===== config.mk =====
export PLATFORM = sky130hd
export DESIGN_NAME = shift_rgst_seq
export DESIGN_NICKNAME = d
export VERILOG_FILES = /design/src/rtl/shift_rgst_seq.sv
export SDC_FILE = /design/constraint.sdc
export NUM_CORES = 1
export LEC_CHECK = 0
export ABC_CLOCK_PERIOD_IN_PS = 2850
export BUFFER_PORTS_ARGS = -buffer_cell sky130_fd_sc_hd__buf_4
export CORE_MARGIN = 5
export CORE_UTILIZATION = 55
export DETAILED_ROUTE_END_ITERATION = 8
export HOLD_SLACK_MARGIN = 0.12
export PLACE_DENSITY_LB_ADDON = 0.2
export SLEW_MARGIN = 40
export SYNTH_ARGS = -nofsm -noshare
export SYNTH_HDL_FRONTEND = slang
export SYNTH_SLANG_ARGS = --single-unit

===== constraint.sdc =====
create_clock -name clk -period 2.85 [get_ports clk]
set_input_delay 0.7125 -clock clk [delete_from_list [all_inputs] [get_ports clk]]
set_output_delay 0.7125 -clock clk [all_outputs]
set_load 0.03 [all_outputs]

===== src/rtl/shift_rgst_seq.sv =====
// rtl/shift_rgst_seq.sv - SRT4 working register with shifts and a start/busy/done repeat sequencer
// Supports load, clear and clamped left/right shifts. A repeated op runs from latched op/k.

module shift_rgst_seq #(
   parameter int W    = 8,
   parameter int KMAX = 2,
   parameter int CNTW = 4
) (
   input  logic                        clk,
   input  logic                        rst,
   input  logic                        clr,
   input  logic                        ld,
   input  logic [W-1:0]                d,
   input  logic [1:0]                  op,
   input  logic [$clog2(KMAX+1)-1:0]   k,
   input  logic [KMAX-1:0]             sin,
   input  logic                        start,
   input  logic [CNTW-1:0]             nshift,
   output logic [W-1:0]                q,
   output logic [KMAX-1:0]             sout,
   output logic                        busy,
   output logic                        done
);

   localparam int KW = $clog2(KMAX+1);

   typedef enum logic [1:0] {
      IDLE = 2'd0,
      RUN  = 2'd1,
      DONE = 2'd2
   } state_t;

   state_t          state, state_n;
   logic [CNTW-1:0] cnt, cnt_n;
   logic [1:0]      lop, lop_n;
   logic [KW-1:0]   lk, lk_n;
   logic [W-1:0]    q_n;
   logic [KMAX-1:0] sout_n;

   logic [1:0]      s_op;
   logic [KW-1:0]   s_k;
   logic [KW-1:0]   kk;
   logic [W-1:0]    mask;
   logic [W-1:0]    sin_ext;
   logic [W-1:0]    fill;
   logic [W-1:0]    sh_q;
   logic [KMAX-1:0] sh_sout;
   logic            sh_act;

   // One shared shifter: live op/k in IDLE, latched copies while running.
   always_comb begin
      s_op    = (state == RUN) ? lop : op;
      s_k     = (state == RUN) ? lk  : k;
      kk      = (s_k > KW'(KMAX)) ? KW'(KMAX) : s_k;
      mask    = (W'(1) << kk) - W'(1);
      sin_ext = W'(sin) & mask;
      fill    = '0;
      sh_q    = q;
      sh_sout = sout;
      sh_act  = (s_op != 2'b00) && (kk != '0);
      case (s_op)
         2'b01: begin
            sh_q    = (q << kk) | sin_ext;
            sh_sout = KMAX'(q >> (W - int'(kk)));
         end
         2'b10, 2'b11: begin
            fill    = s_op[0] ? (q[W-1] ? mask : '0) : sin_ext;
            sh_q    = (q >> kk) | (fill << (W - int'(kk)));
            sh_sout = KMAX'(q & mask);
         end
         default: begin
            sh_q    = q;
            sh_sout = sout;
         end
      endcase
   end

   always_comb begin
      state_n = state;
      cnt_n   = cnt;
      lop_n   = lop;
      lk_n    = lk;
      q_n     = q;
      sout_n  = sout;
      case (state)
         IDLE: begin
            if (ld) begin
               q_n = d;
            end else if (start) begin
               if (nshift != '0) begin
                  lop_n   = op;
                  lk_n    = k;
                  cnt_n   = nshift;
                  state_n = RUN;
               end else begin
                  state_n = DONE;
               end
            end else if (sh_act) begin
               q_n    = sh_q;
               sout_n = sh_sout;
            end
         end
         RUN: begin
            if (sh_act) begin
               q_n    = sh_q;
               sout_n = sh_sout;
            end
            cnt_n = cnt - CNTW'(1);
            if (cnt == CNTW'(1)) begin
               state_n = DONE;
            end
         end
         DONE: begin
            state_n = IDLE;
         end
         default: begin
            state_n = IDLE;
         end
      endcase
      if (clr) begin
         q_n     = '0;
         sout_n  = '0;
         cnt_n   = '0;
         state_n = IDLE;
      end
   end

   always_ff @(posedge clk) begin
      if (rst) begin
         state <= IDLE;
         cnt   <= '0;
         lop   <= 2'b00;
         lk    <= '0;
         q     <= '0;
         sout  <= '0;
      end else begin
         state <= state_n;
         cnt   <= cnt_n;
         lop   <= lop_n;
         lk    <= lk_n;
         q     <= q_n;
         sout  <= sout_n;
      end
   end

   assign busy = (state == RUN);
   assign done = (state == DONE);

endmodule


# Word-level counts from Yosys, hierarchy flattened
# Index checks and enable logic that the tools add are counted.
[word_totals]
ff_bits = 20
inputBits = 23
out_inout_bits = 12
wordCells = 69
[op_classes]
add_sub_neg = 3
order_cmp = 1
n_eq_ne = 12
shifts = 5
n_mux = 24
bitwise_logic = 5
reduce_logical = 13
[ops]
columns = ["op", "count"]
rows = [
  ["8-bit two-way mux", 5],
  ["8-bit case mux with 2 select lines", 2],
  ["8-bit by 32-bit << shifter with 8-bit output", 1],
  ["8-bit by 32-bit right shift with 2-bit output", 1],
  ["2-bit two-way mux", 10],
  ["8-bit OR", 2],
  ["4-bit two-way mux", 3],
  ["2-bit case mux with 2 select lines", 3],
  ["2-bit by 8-bit AND with 8-bit output", 1],
  ["2-bit != test, second input constant", 4],
  ["4-bit case mux with 2 select lines", 1],
  ["4-bit AND reduction", 2],
  ["1-bit by 2-bit << shifter with 8-bit output, first input constant", 1],
  ["8-bit by 2-bit << shifter with 8-bit output", 1],
  ["8-bit by 2-bit right shift with 8-bit output", 1],
  ["8-bit by 2-bit subtractor with 8-bit output, second input constant", 1],
  ["2-bit equality test, second input constant", 3],
  ["3-bit AND reduction", 2],
  ["2-bit nonzero test", 3],
  ["4-bit by 2-bit subtractor with 5-bit output, first input constant", 1],
  ["2-bit by 1-bit equality test with 1-bit output, second input constant", 2],
  ["4-bit by 1-bit equality test with 1-bit output, second input constant", 1],
  ["4-bit nonzero test", 1],
  ["2-bit OR reduction", 2],
  ["other kinds (9)", 9],
]

# Depth between registers and ports, before layout
# Gate-level depths: netlist of the first run.
[logic_depth]
word_depth = 15
mapped_depth = 8
ltp_nobuf = 6

# Worst setup path before layout of the first run
# OpenSTA, ideal clock, no wires.
[synth_timing]
path_kind = "input -> register"
start = "in k[1]"
end = "reg q[6]"
setup_ns = 0.116
t_arrival_ns = 1.949
required_time_ns = 2.734
path_slack_ns = 0.785
cell_stages = 5
n_path_buf = 0
path_cell_list = "inv_1 a31oi_2 mux2_2 a221o_1 o211a_1"
[synth_via]
elab_chain_len = 14
word_cells_on_any_way = 21
classes_between = "add/sub: 2; order compare: 1; shift: 4; mux: 9; bitwise: 3; reduce/logical: 2"
[synth_rtl]
columns = ["element", "line", "source"]
rows = [
  ["from (decl)", "15", "input logic [$clog2(KMAX+1)-1:0] k,"],
  ["2-bit two-way mux (*)", "53", "s_k = (state == RUN) ? lk : k;"],
  ["2-bit > comparator", "54", "kk = (s_k > KW'(KMAX)) ? KW'(KMAX) : s_k;"],
  ["2-bit two-way mux (*)", "54", ""],
  ["1-bit by 2-bit << shifter with 8-bit output", "55", "mask = (W'(1) << kk) - W'(1);"],
  ["8-bit by 2-bit subtractor with 8-bit output", "55", ""],
  ["2-bit by 8-bit AND with 8-bit output / 8-bit two-way mux (equally long branches)", "56, 67", ""],
  ["8-bit two-way mux", "67", "fill = s_op[0] ? (q[W-1] ? mask : '0) : sin_ext;"],
  ["8-bit by 32-bit << shifter with 8-bit output", "68", "sh_q = (q >> kk) | (fill << (W - int'(kk)));"],
  ["8-bit OR", "68", ""],
  ["8-bit case mux with 2 select lines", "61", "case (s_op)"],
  ["8-bit two-way mux (*)", "98, 104", ""],
  ["8-bit two-way mux", "89", "end else if (start) begin"],
  ["8-bit two-way mux", "87", "if (ld) begin"],
  ["8-bit case mux with 2 select lines (*)", "85", "case (state)"],
  ["to (signal assigned)", "141", "q <= q_n;"],
  ["to (decl)", "19", "output logic [W-1:0] q,"],
]
# Every way passes the cells marked *; elsewhere a longest branch is shown, timed or not. The select of a mux whose other input is x is not followed.
# A chain may end at the register's enable or synchronous reset.

# Worst setup path after layout of the first run
[layout_timing]
start = "reg state[1]"
end = "reg q[6]"
[layout_via]
elab_chain_len = 15
word_cells_on_any_way = 32
classes_between = "add/sub: 2; order compare: 1; eq/ne: 5; shift: 4; mux: 10; bitwise: 3; reduce/logical: 7"
[layout_rtl]
columns = ["element", "line", "source"]
rows = [
  ["from (decl)", "33", "state_t state, state_n;"],
  ["from (signal assigned)", "137", "state <= state_n;"],
  ["2-bit by 1-bit equality test with 1-bit output", "52, 53, 85", ""],
  ["2-bit two-way mux", "53", ""],
  ["2-bit > comparator", "54", ""],
  ["2-bit two-way mux", "54", ""],
  ["1-bit by 2-bit << shifter with 8-bit output", "55", ""],
  ["8-bit by 2-bit subtractor with 8-bit output", "55", ""],
  ["2-bit by 8-bit AND with 8-bit output / 8-bit two-way mux (equally long branches)", "56, 67", ""],
  ["8-bit two-way mux", "67", ""],
  ["8-bit by 32-bit << shifter with 8-bit output", "68", ""],
  ["8-bit OR", "68", ""],
  ["8-bit case mux with 2 select lines", "61", ""],
  ["8-bit two-way mux", "98, 104", ""],
  ["8-bit two-way mux", "89", ""],
  ["8-bit two-way mux", "87", ""],
  ["8-bit case mux with 2 select lines", "85", ""],
]
# Parallel ways exist; a longest one is shown, timed or not. The select of a mux whose other input is x is not followed.

==> flow_summary.yaml, run 1 <==
timing:
  setup_viol: 0
  fin_crit_sh_pct: 84.0
  setup_tns_ns: 0
  finalHoldViolCount: 0
  rsz0062_at_grt: "false"
  worstMarginPinSlew_ns: 0.636
  fmax_mhz: 417
  slew_viol_final: 0
  slew_headroom_pct: 57.6
  period_minus_slack_ns: 2.40
  fin_worst_skew_ns: 0.0159
grt:
  grt_pass1_wl_um: 7990
  grt_max_degree: 15
  grt_overflow: 0
  track_usage_pct: 23.7
  grt_pass1_vias: 1665
  antenna_found_initial: 0
yosys:
  synth_area_leaders: "dfxtp_1, nor2_1, a21oi_1"
  syn_area_per_cell_um2: 7.75
  yosysWarnings: 0
  ys_ff_latch: 20
  ys_seq_area_share_pct: 25.2
  synth_ff_type: "dfxtp_1"
  syn_area_um2: 1590
  synth_top_area_cell: "dfxtp_1"
  synth.top_cell.area_share_pct: 25.2
  synth_edf_count: 0
  synthCells: 205
  postSynth.asyncResetShare_pct: 0
  synth_nets: 230
  ys_types: 52
detailed_routing:
  via_per_inst: 6.68
  drtAntennaViolNets: 0
  wl_um: 4820
  vias: 1811
  drcViolationCount: 0
  drtPass1Iterations: 5
  drt_iter0_drc: 245
  wire_per_inst_um: 17.8
final_layout:
  final_cell_mix: "buf_4, nor2_1, nand2_1, a21oi_1, dfxtp_1"
  final_common_cell: "buf_4"
  area_growth_pct: 20.2
  nFillCells: 249
  antenna_cells: 0
  num-nets-final: 266
  drive_gt1_share_pct: 25.0
clock_tree:
  clkSinkCount: 20
  cts.clk_slew.worst_paths_ns: 0.13
  cts_resized: 0
  cts_buffers: 3
  ctsHoldBuffers: 0
  clock_latency_ns: 0.31
  cts.htree.levels: 1
  post_cts_buffers: 0
  tritoncts: "built"
  cts-root-buf: "clkbuf_4"
  cts_buffer_depth: 2
floorplan:
  coreArea_um2: 2760
  rows: 19
  die_h_um: 63.7
  die_w_um: 63.7
  dieArea_um2: 4060
  initial_core_util_pct: 57.6
  io_pins: 35
critical_path:
  max_stage_delay_ns: 0.61
  slowest_stage: "dfxtp_1"
  reg2reg_depth: 6
  path_cells: "nand2b_1 -> buf_4 -> mux2i_4 -> o221ai_1 -> a221o_1 -> o211a_1"
  worst-setup-path-type: "flop to flop"
  reg2reg_to: "q[6]"
  critPathRequiredTime_ns: 3.05
  r2r_slack_ns: 0.45
  r2r_start: "state[1]"
  cp.arrival_ns: 2.59
  critPathLaunchType: "flop"
  cp_max_fo: 14
  end_kind: "flop"
power_and_ir_drop:
  p_sw_mw: 0.242
  p_comb_share_pct: 31.9
  p_seq_share_pct: 44.1
  pwr-share-clk_pct: 23.9
  design_power_total_mw: 0.712
  p_sw_share_pct: 34.0
  total_leakage_power_nw: 0.808
  vdd_ir_drop_max_uv: 250
  p_int_mw: 0.470
  p_per_area_nw_per_um2: 373
hold_path:
  hold_path_class: "flop to flop"
  holdCritStartpoint: "sout[1]"
  whs_path_depth: 2
  min_to: "sout[1]"
outcome:
  status: "finished clean"
flow_run:
  cap_violations: 0
placement:
  port_buffers: 34
  place.detailed.hpwl_um: 3580
  place.gp.congestion: 0.937
worst max-delay path, delay by kind of cell, from the launching register on:
family                 cells  cell delay, ns
AND/OR/NAND/NOR            1            0.31
AO/OA/AOI/OAI              3            0.71
buffers and inverters      1            0.28
multiplexers               1            0.39
flip-flops                 1            0.61
routing by layer:
layer / global-route usage (%) / up-vias / share of wire (%)
li1: - / 839 / -
met1: 33.9 / 821 / 42
met2: 37.6 / 135 / 45
met3: 3.68 / 16 / 11
met4: 5.71 / 0 / 1.8
met5: 0 / - / 0
sequential cells by signal, indices dropped and copies added, names as in the netlist:
signal and cells:
q 8, sout 2, lk 2, cnt 4
lop 2, state 2
metrics by stage:
stage / hold slack (ns) / instances / cell area [um^2] / utilization [%] / setup slack, ns
after floorplan: 0.457 / 205 / 1590 / - / 0.785
after global routing: 0.494 / 271 / 1910 / 69.2 / 0.243
after CTS: 0.463 / 271 / 1910 / 69.2 / 0.494
after detailed placement: 0.445 / 267 / 1870 / 67.9 / 0.514
final: 0.462 / 271 / 1910 / 69.2 / 0.455
after global placement: 0.443 / 267 / 1870 / 67.9 / 0.588
synth_stat cells (2+ instances only):
| cell | number |
|---|---|
| o2111ai_1 | 2 |
| a31oi_1 | 2 |
| nor2b_1 | 2 |
| mux2i_4 | 2 |
| buf_6 | 2 |
| buf_2 | 2 |
| o22ai_1 | 4 |
| nand3_1 | 7 |
| o221ai_1 | 6 |
| mux2_2 | 5 |
| ha_1 | 2 |
| nor2_1 | 27 |
| nand2_1 | 22 |
| nor3_1 | 2 |
| a211o_1 | 2 |
| and2_1 | 4 |
| o21ai_0 | 10 |
| nand2b_1 | 3 |
| a221oi_1 | 2 |
| inv_1 | 8 |
| o211ai_1 | 3 |
| clkbuf_1 | 3 |
| mux2i_1 | 10 |
| a211oi_1 | 4 |
| a21oi_1 | 20 |
| dfxtp_1 | 20 |
| o221a_2 | 2 |
| and3_1 | 2 |
| or2_2 | 2 |
logic make-up (layout without fill, tap and decap cells):
kind of cell             Yosys count  after routing  synth area share (%)
AO/OA/AOI/OAI                     68             68                  29.5
adder cells (fa/ha/maj)            2              2                  1.58
buffers and inverters             17             52                  5.36
flip-flops                        20             20                  25.2
multiplexers                      19             19                  14.5
AND/OR/NAND/NOR                   79             79                  23.9
power by group through the flow:
| stage | Combinational [mW] | Sequential (mW) | Clock, mW |
|---|---|---|---|
| floorplan | 0.132 | 0.327 | 0 |
| global placement | 0.216 | 0.319 | 0 |
| detailed placement | 0.221 | 0.320 | 0 |
| CTS | 0.222 | 0.313 | 0.171 |
| global route | 0.244 | 0.317 | 0.186 |
| finish | 0.227 | 0.314 | 0.171 |
worst max-delay path by stage:
stage / from / endpoint / slack [ns] / cells past startpoint
after floorplan: k[1] / q[6] / 0.79 / 5
after global placement: state[1] / q[6] / 0.59 / 6
after detailed placement: ld / lop[1] / 0.51 / 6
after CTS: state[1] / q[6] / 0.49 / 6
after global routing: state[1] / q[6] / 0.24 / 6
final: state[1] / q[6] / 0.45 / 6
layout make-up:
cell class	count	area, um^2	area share (%)
well taps	31	38.8	2.03
flip-flops and latches	20	400	21.0
clock buffers	4	36.3	1.90
multi-input cells	168	1100	57.8
repair buffers	40	300	15.7
inverters	8	30.0	1.57
No activity file was read; power rests on OpenSTA's default activity.
==> inputs of run 2 (changes only) <==
ABC_CLOCK_PERIOD_IN_PS = 2200   (was 2850)
CORE_UTILIZATION = 49   (was 55)
clock period = 2.2 ns   (was 2.85 ns; I/O delays follow)
==> flow_summary.yaml, run 2 (synthesized netlist as in run 1, its figures left out) <==
floorplan:
  coreArea_um2: 3080
  die_w_um: 66.9
  io_pins: 35
  initial_core_util_pct: 51.6
  die_h_um: 66.9
  rows: 20
  dieArea_um2: 4480
final_layout:
  final_cell_mix: "buf_4, nor2_1, nand2_1, a21oi_1, dfxtp_1"
  num-nets-final: 271
  top_regs: "q (8), cnt (4)"
  area_growth_pct: 23.6
  regMostFlops: "q"
  largest_reg_flops: 8
  multiInputGateArea_um2: 1100
  register_area_um2: 400
  final_common_cell: "buf_4"
  drive_gt1_share_pct: 26.5
  antenna_cells: 0
  nFillCells: 293
flow_run:
  cap_violations: 0
critical_path:
  worst-setup-path-type: "flop to primary output"
  path_delay_family: "buffers and inverters"
  critical_path_cell_count: 4
  cp-startpoint: "state[1]"
  reg2reg_to: "q[6]"
  critPathBufInv: 3
  path_cells: "nand2b_1 -> buf_4 -> inv_1 -> buf_4"
  cp.arrival_ns: 1.53
  slowest_stage: "dfxtp_1"
  cp_max_fo: 9
  end_kind: "primary output"
  critPathLaunchType: "flop"
  critPathRequiredTime_ns: 1.65
  max_stage_delay_ns: 0.33
  reg2reg_depth: 6
  critPathCapture: "busy"
  r2r_slack_ns: 0.14
  crit_path_frequent_cell: "buf_4"
  r2r_start: "state[1]"
clock_tree:
  cts.clk_slew.worst_paths_ns: 0.12
  post_cts_buffers: 0
  cts_buffer_depth: 2
  tritoncts: "built"
  cts.htree.levels: 1
  clkSinkCount: 20
  cts_resized: 0
  clock_latency_ns: 0.30
  ctsHoldBuffers: 0
  cts-root-buf: "clkbuf_4"
  cts_buffers: 3
power_and_ir_drop:
  p_sw_share_pct: 33.6
  vdd_ir_drop_max_uv: 234
  p_sw_mw: 0.310
  p_comb_share_pct: 31.9
  p_int_mw: 0.614
  p_seq_share_pct: 43.8
  p_per_area_nw_per_um2: 471
  pwr-share-clk_pct: 24.3
  total_leakage_power_nw: 0.834
  design_power_total_mw: 0.924
timing:
  setup_tns_ns: 0
  fmax_mhz: 481
  slew_headroom_pct: 62.9
  period_minus_slack_ns: 2.08
  fin_crit_sh_pct: 94.6
  setup_viol: 0
  worstMarginPinSlew_ns: 0.556
  rsz0062_at_grt: "false"
  fin_worst_skew_ns: 0.00151
  finalHoldViolCount: 0
  slew_viol_final: 0
detailed_routing:
  wl_um: 4510
  drcViolationCount: 0
  via_per_inst: 6.01
  drtAntennaViolNets: 0
  drt_iter0_drc: 146
  drtPass1Iterations: 4
  vias: 1738
  wire_per_inst_um: 15.6
grt:
  grt_max_degree: 14
  grt_pass1_vias: 1649
  grt_pass1_wl_um: 7710
  grt_overflow: 0
  track_usage_pct: 22.3
  antenna_found_initial: 0
placement:
  place.gp.congestion: 0.929
  place.detailed.hpwl_um: 3390
  port_buffers: 34
outcome:
  status: "finished clean"
hold_path:
  hold_path_class: "primary input to flop"
## run 2: changes by cell type in the layout (fill, tap and decap cells not counted), sizes merged
cell	previous run	this run
buf	40	45
## run 2: area by class of cell
cell class,count,area share [%]
clock buffer,4,1.85
inverter,8,1.53
multi-input combinational,168,56.2
sequential,20,20.4
tap,44,2.81
timing repair buffer,45,17.2
## run 2: worst min path at each step
stage               depth (start not counted)  slack (ns)     from  endpoint
global route                                2        0.42      rst     lk[0]
floorplan                                   2        0.46   cnt[3]    cnt[3]
detailed placement                          2        0.45  sout[1]   sout[1]
global placement                            2        0.44  sout[1]   sout[1]
finish                                      2        0.43      rst    lop[1]
CTS                                         2        0.43      rst    lop[1]
## run 2: power by group through the flow
stage	logic, mW	clock network [mW]	registers [mW]
detailed placement	0.291	0	0.412
floorplan	0.172	0	0.423
CTS	0.292	0.231	0.404
global route	0.324	0.251	0.408
finish	0.295	0.224	0.404
global placement	0.290	0	0.412
## run 2: layer usage
metal,part of all wire [%],GRT usage [%],up-vias
li1,-,-,848
met1,45,30.7,791
met2,44,34.3,85
met3,8.2,3.37,14
met4,2.4,9.62,0
met5,0,0,-
## run 2: stage by stage
stage / hold WS, ns / utilization [%] / instance area [um^2] / setup slack [ns] / std cells
4_1_cts: 0.426 / 63.7 / 1960 / 0.113 / 289
6_report: 0.432 / 63.7 / 1960 / 0.119 / 289
2_1_floorplan: 0.457 / - / 1590 / 0.249 / 205
3_5_place_dp: 0.446 / 62.6 / 1930 / 0.170 / 285
5_1_grt: 0.423 / 63.7 / 1960 / 0.0146 / 289
3_3_place_gp: 0.444 / 62.6 / 1930 / 0.236 / 285
## run 2: worst reg2reg max path: cells and delay by family (launching register included)
kind / cells / cell delay [ns]
AOI/OAI and AO/OA: 3 / 0.68
muxes: 1 / 0.37
DFF: 1 / 0.35
and+or+nand+nor: 1 / 0.29
buffers and inverters: 1 / 0.27
==> inputs of run 3 (changes only) <==
PLACE_DENSITY = 0.73   (was not set)
PLACE_DENSITY_LB_ADDON = not set   (was 0.2)
==> flow_summary.yaml, run 3 (synthesized netlist as in run 1, its figures left out) <==
outcome:
  status: "finished clean"
final_layout:
  nFillCells: 298
  multiInputGateArea_um2: 1100
  num-nets-final: 270
  antenna_cells: 0
  top_regs: "q (8), cnt (4)"
  final_cell_mix: "buf_4, nor2_1, nand2_1, a21oi_1, dfxtp_1"
  drive_gt1_share_pct: 26.2
  fin_cells: 288
  largest_reg_flops: 8
  final_common_cell: "buf_4"
  regMostFlops: "q"
  register_area_um2: 400
  area_growth_pct: 24.1
  final_cell_area_um2: 1970
critical_path:
  end_kind: "primary output"
  critPathLaunchType: "flop"
  critPathRequiredTime_ns: 1.65
  cp_max_fo: 10
  worst-setup-path-type: "flop to primary output"
  cp.arrival_ns: 1.46
placement:
  place.detailed.hpwl_um: 3740
  place_area_um2: 1920
  place.gp.congestion: 0.994
  dp.cells: 284
  port_buffers: 34
grt:
  grt_max_degree: 14
  track_usage_pct: 23.8
  antenna_found_initial: 0
  grt_pass1_vias: 1729
  grt_overflow: 0
  grt_pass1_wl_um: 8260
clock_tree:
  clkSinkCount: 20
  clock_latency_ns: 0.31
  tritoncts: "built"
  cts_buffer_depth: 2
  post_cts_buffers: 0
  cts_buffers: 3
  cts_resized: 0
  ctsHoldBuffers: 0
  cts-root-buf: "clkbuf_4"
  cts.htree.levels: 1
  cts.clk_slew.worst_paths_ns: 0.13
flow_run:
  cap_violations: 0
detailed_routing:
  drtPass1Iterations: 5
  wire_per_inst_um: 17.2
  wl_um: 4950
  drtAntennaViolNets: 0
  vias: 1789
  drt_iter0_drc: 236
  drcViolationCount: 0
  via_per_inst: 6.21
floorplan:
  initial_core_util_pct: 51.6
  die_h_um: 66.9
  rows: 20
  coreArea_um2: 3080
  io_pins: 35
  dieArea_um2: 4480
  die_w_um: 66.9
power_and_ir_drop:
  vdd_ir_drop_max_uv: 250
  total_leakage_power_nw: 0.836
  design_power_total_mw: 1.02
  p_per_area_nw_per_um2: 517
timing:
  slew_headroom_pct: 64.0
  setup_tns_ns: 0
  fin_crit_sh_pct: 91.4
  setup_viol: 0
  fin_worst_skew_ns: 0.00269
  period_minus_slack_ns: 2.01
  finalHoldViolCount: 0
  fmax_mhz: 497
  slew_viol_final: 0
  rsz0062_at_grt: "false"
  worstMarginPinSlew_ns: 0.541
hold_path:
  hold_path_class: "primary input to flop"
## run 3: cell count changes in the layout (fill, tap and decap cells not counted)
cell	change
buf_4	-1
bufinv_16	+1
clkbuf_8	-1
## run 3: path summary, 6_finish.rpt
| check | start | endpoint | slack, ns | cells after the start |
|---|---|---|---|---|
| hold / removal | rst | lop[1] | 0.42 | 2 |
| hold reg to reg | sout[1] | sout[1] | 0.47 | 2 |
| setup reg to reg | state[1] | q[6] | 0.24 | 6 |
| setup / recovery | state[1] | busy | 0.19 | 4 |
## run 3: power by group
part           internal (mW)  switching (mW)
combinational          0.133           0.168
sequential             0.379          0.0271
clock                  0.184           0.129
total                  0.696           0.323
## run 3: area by class of cell
class	count	share of cell area (%)
clock buffer	3	1.14
multi-input combinational	168	55.9
sequential	20	20.3
clock inverter	1	1.52
timing repair buffer	44	16.8
tap	44	2.79
inverter	8	1.52
## run 3: worst max-delay path, stage by stage, from the launching register on
cell and delay (ns):
dfxtp_1 0.33, nand2b_1 0.20, buf_4 0.20, inv_1 0.20, buf_4 0.21
## run 3: per-stage QoR
stage | hold slack [ns] | worst slack, ns | utilization [%]
2_1_floorplan | 0.457 | 0.249 | -
3_3_place_gp | 0.447 | 0.217 | 62.3
3_5_place_dp | 0.450 | 0.220 | 62.3
4_1_cts | 0.418 | 0.192 | 64.0
5_1_grt | 0.404 | 0.0431 | 64.0
6_report | 0.419 | 0.188 | 64.0
## run 3: layer usage
| layer | part of all wire [%] | global-route usage (%) | up-vias |
|---|---|---|---|
| met2 | 46 | 37.3 | 72 |
| met5 | 0 | 0 | - |
| li1 | - | - | 850 |
| met3 | 6.2 | 4.72 | 16 |
| met4 | 2.2 | 8.35 | 0 |
| met1 | 46 | 32.3 | 851 |
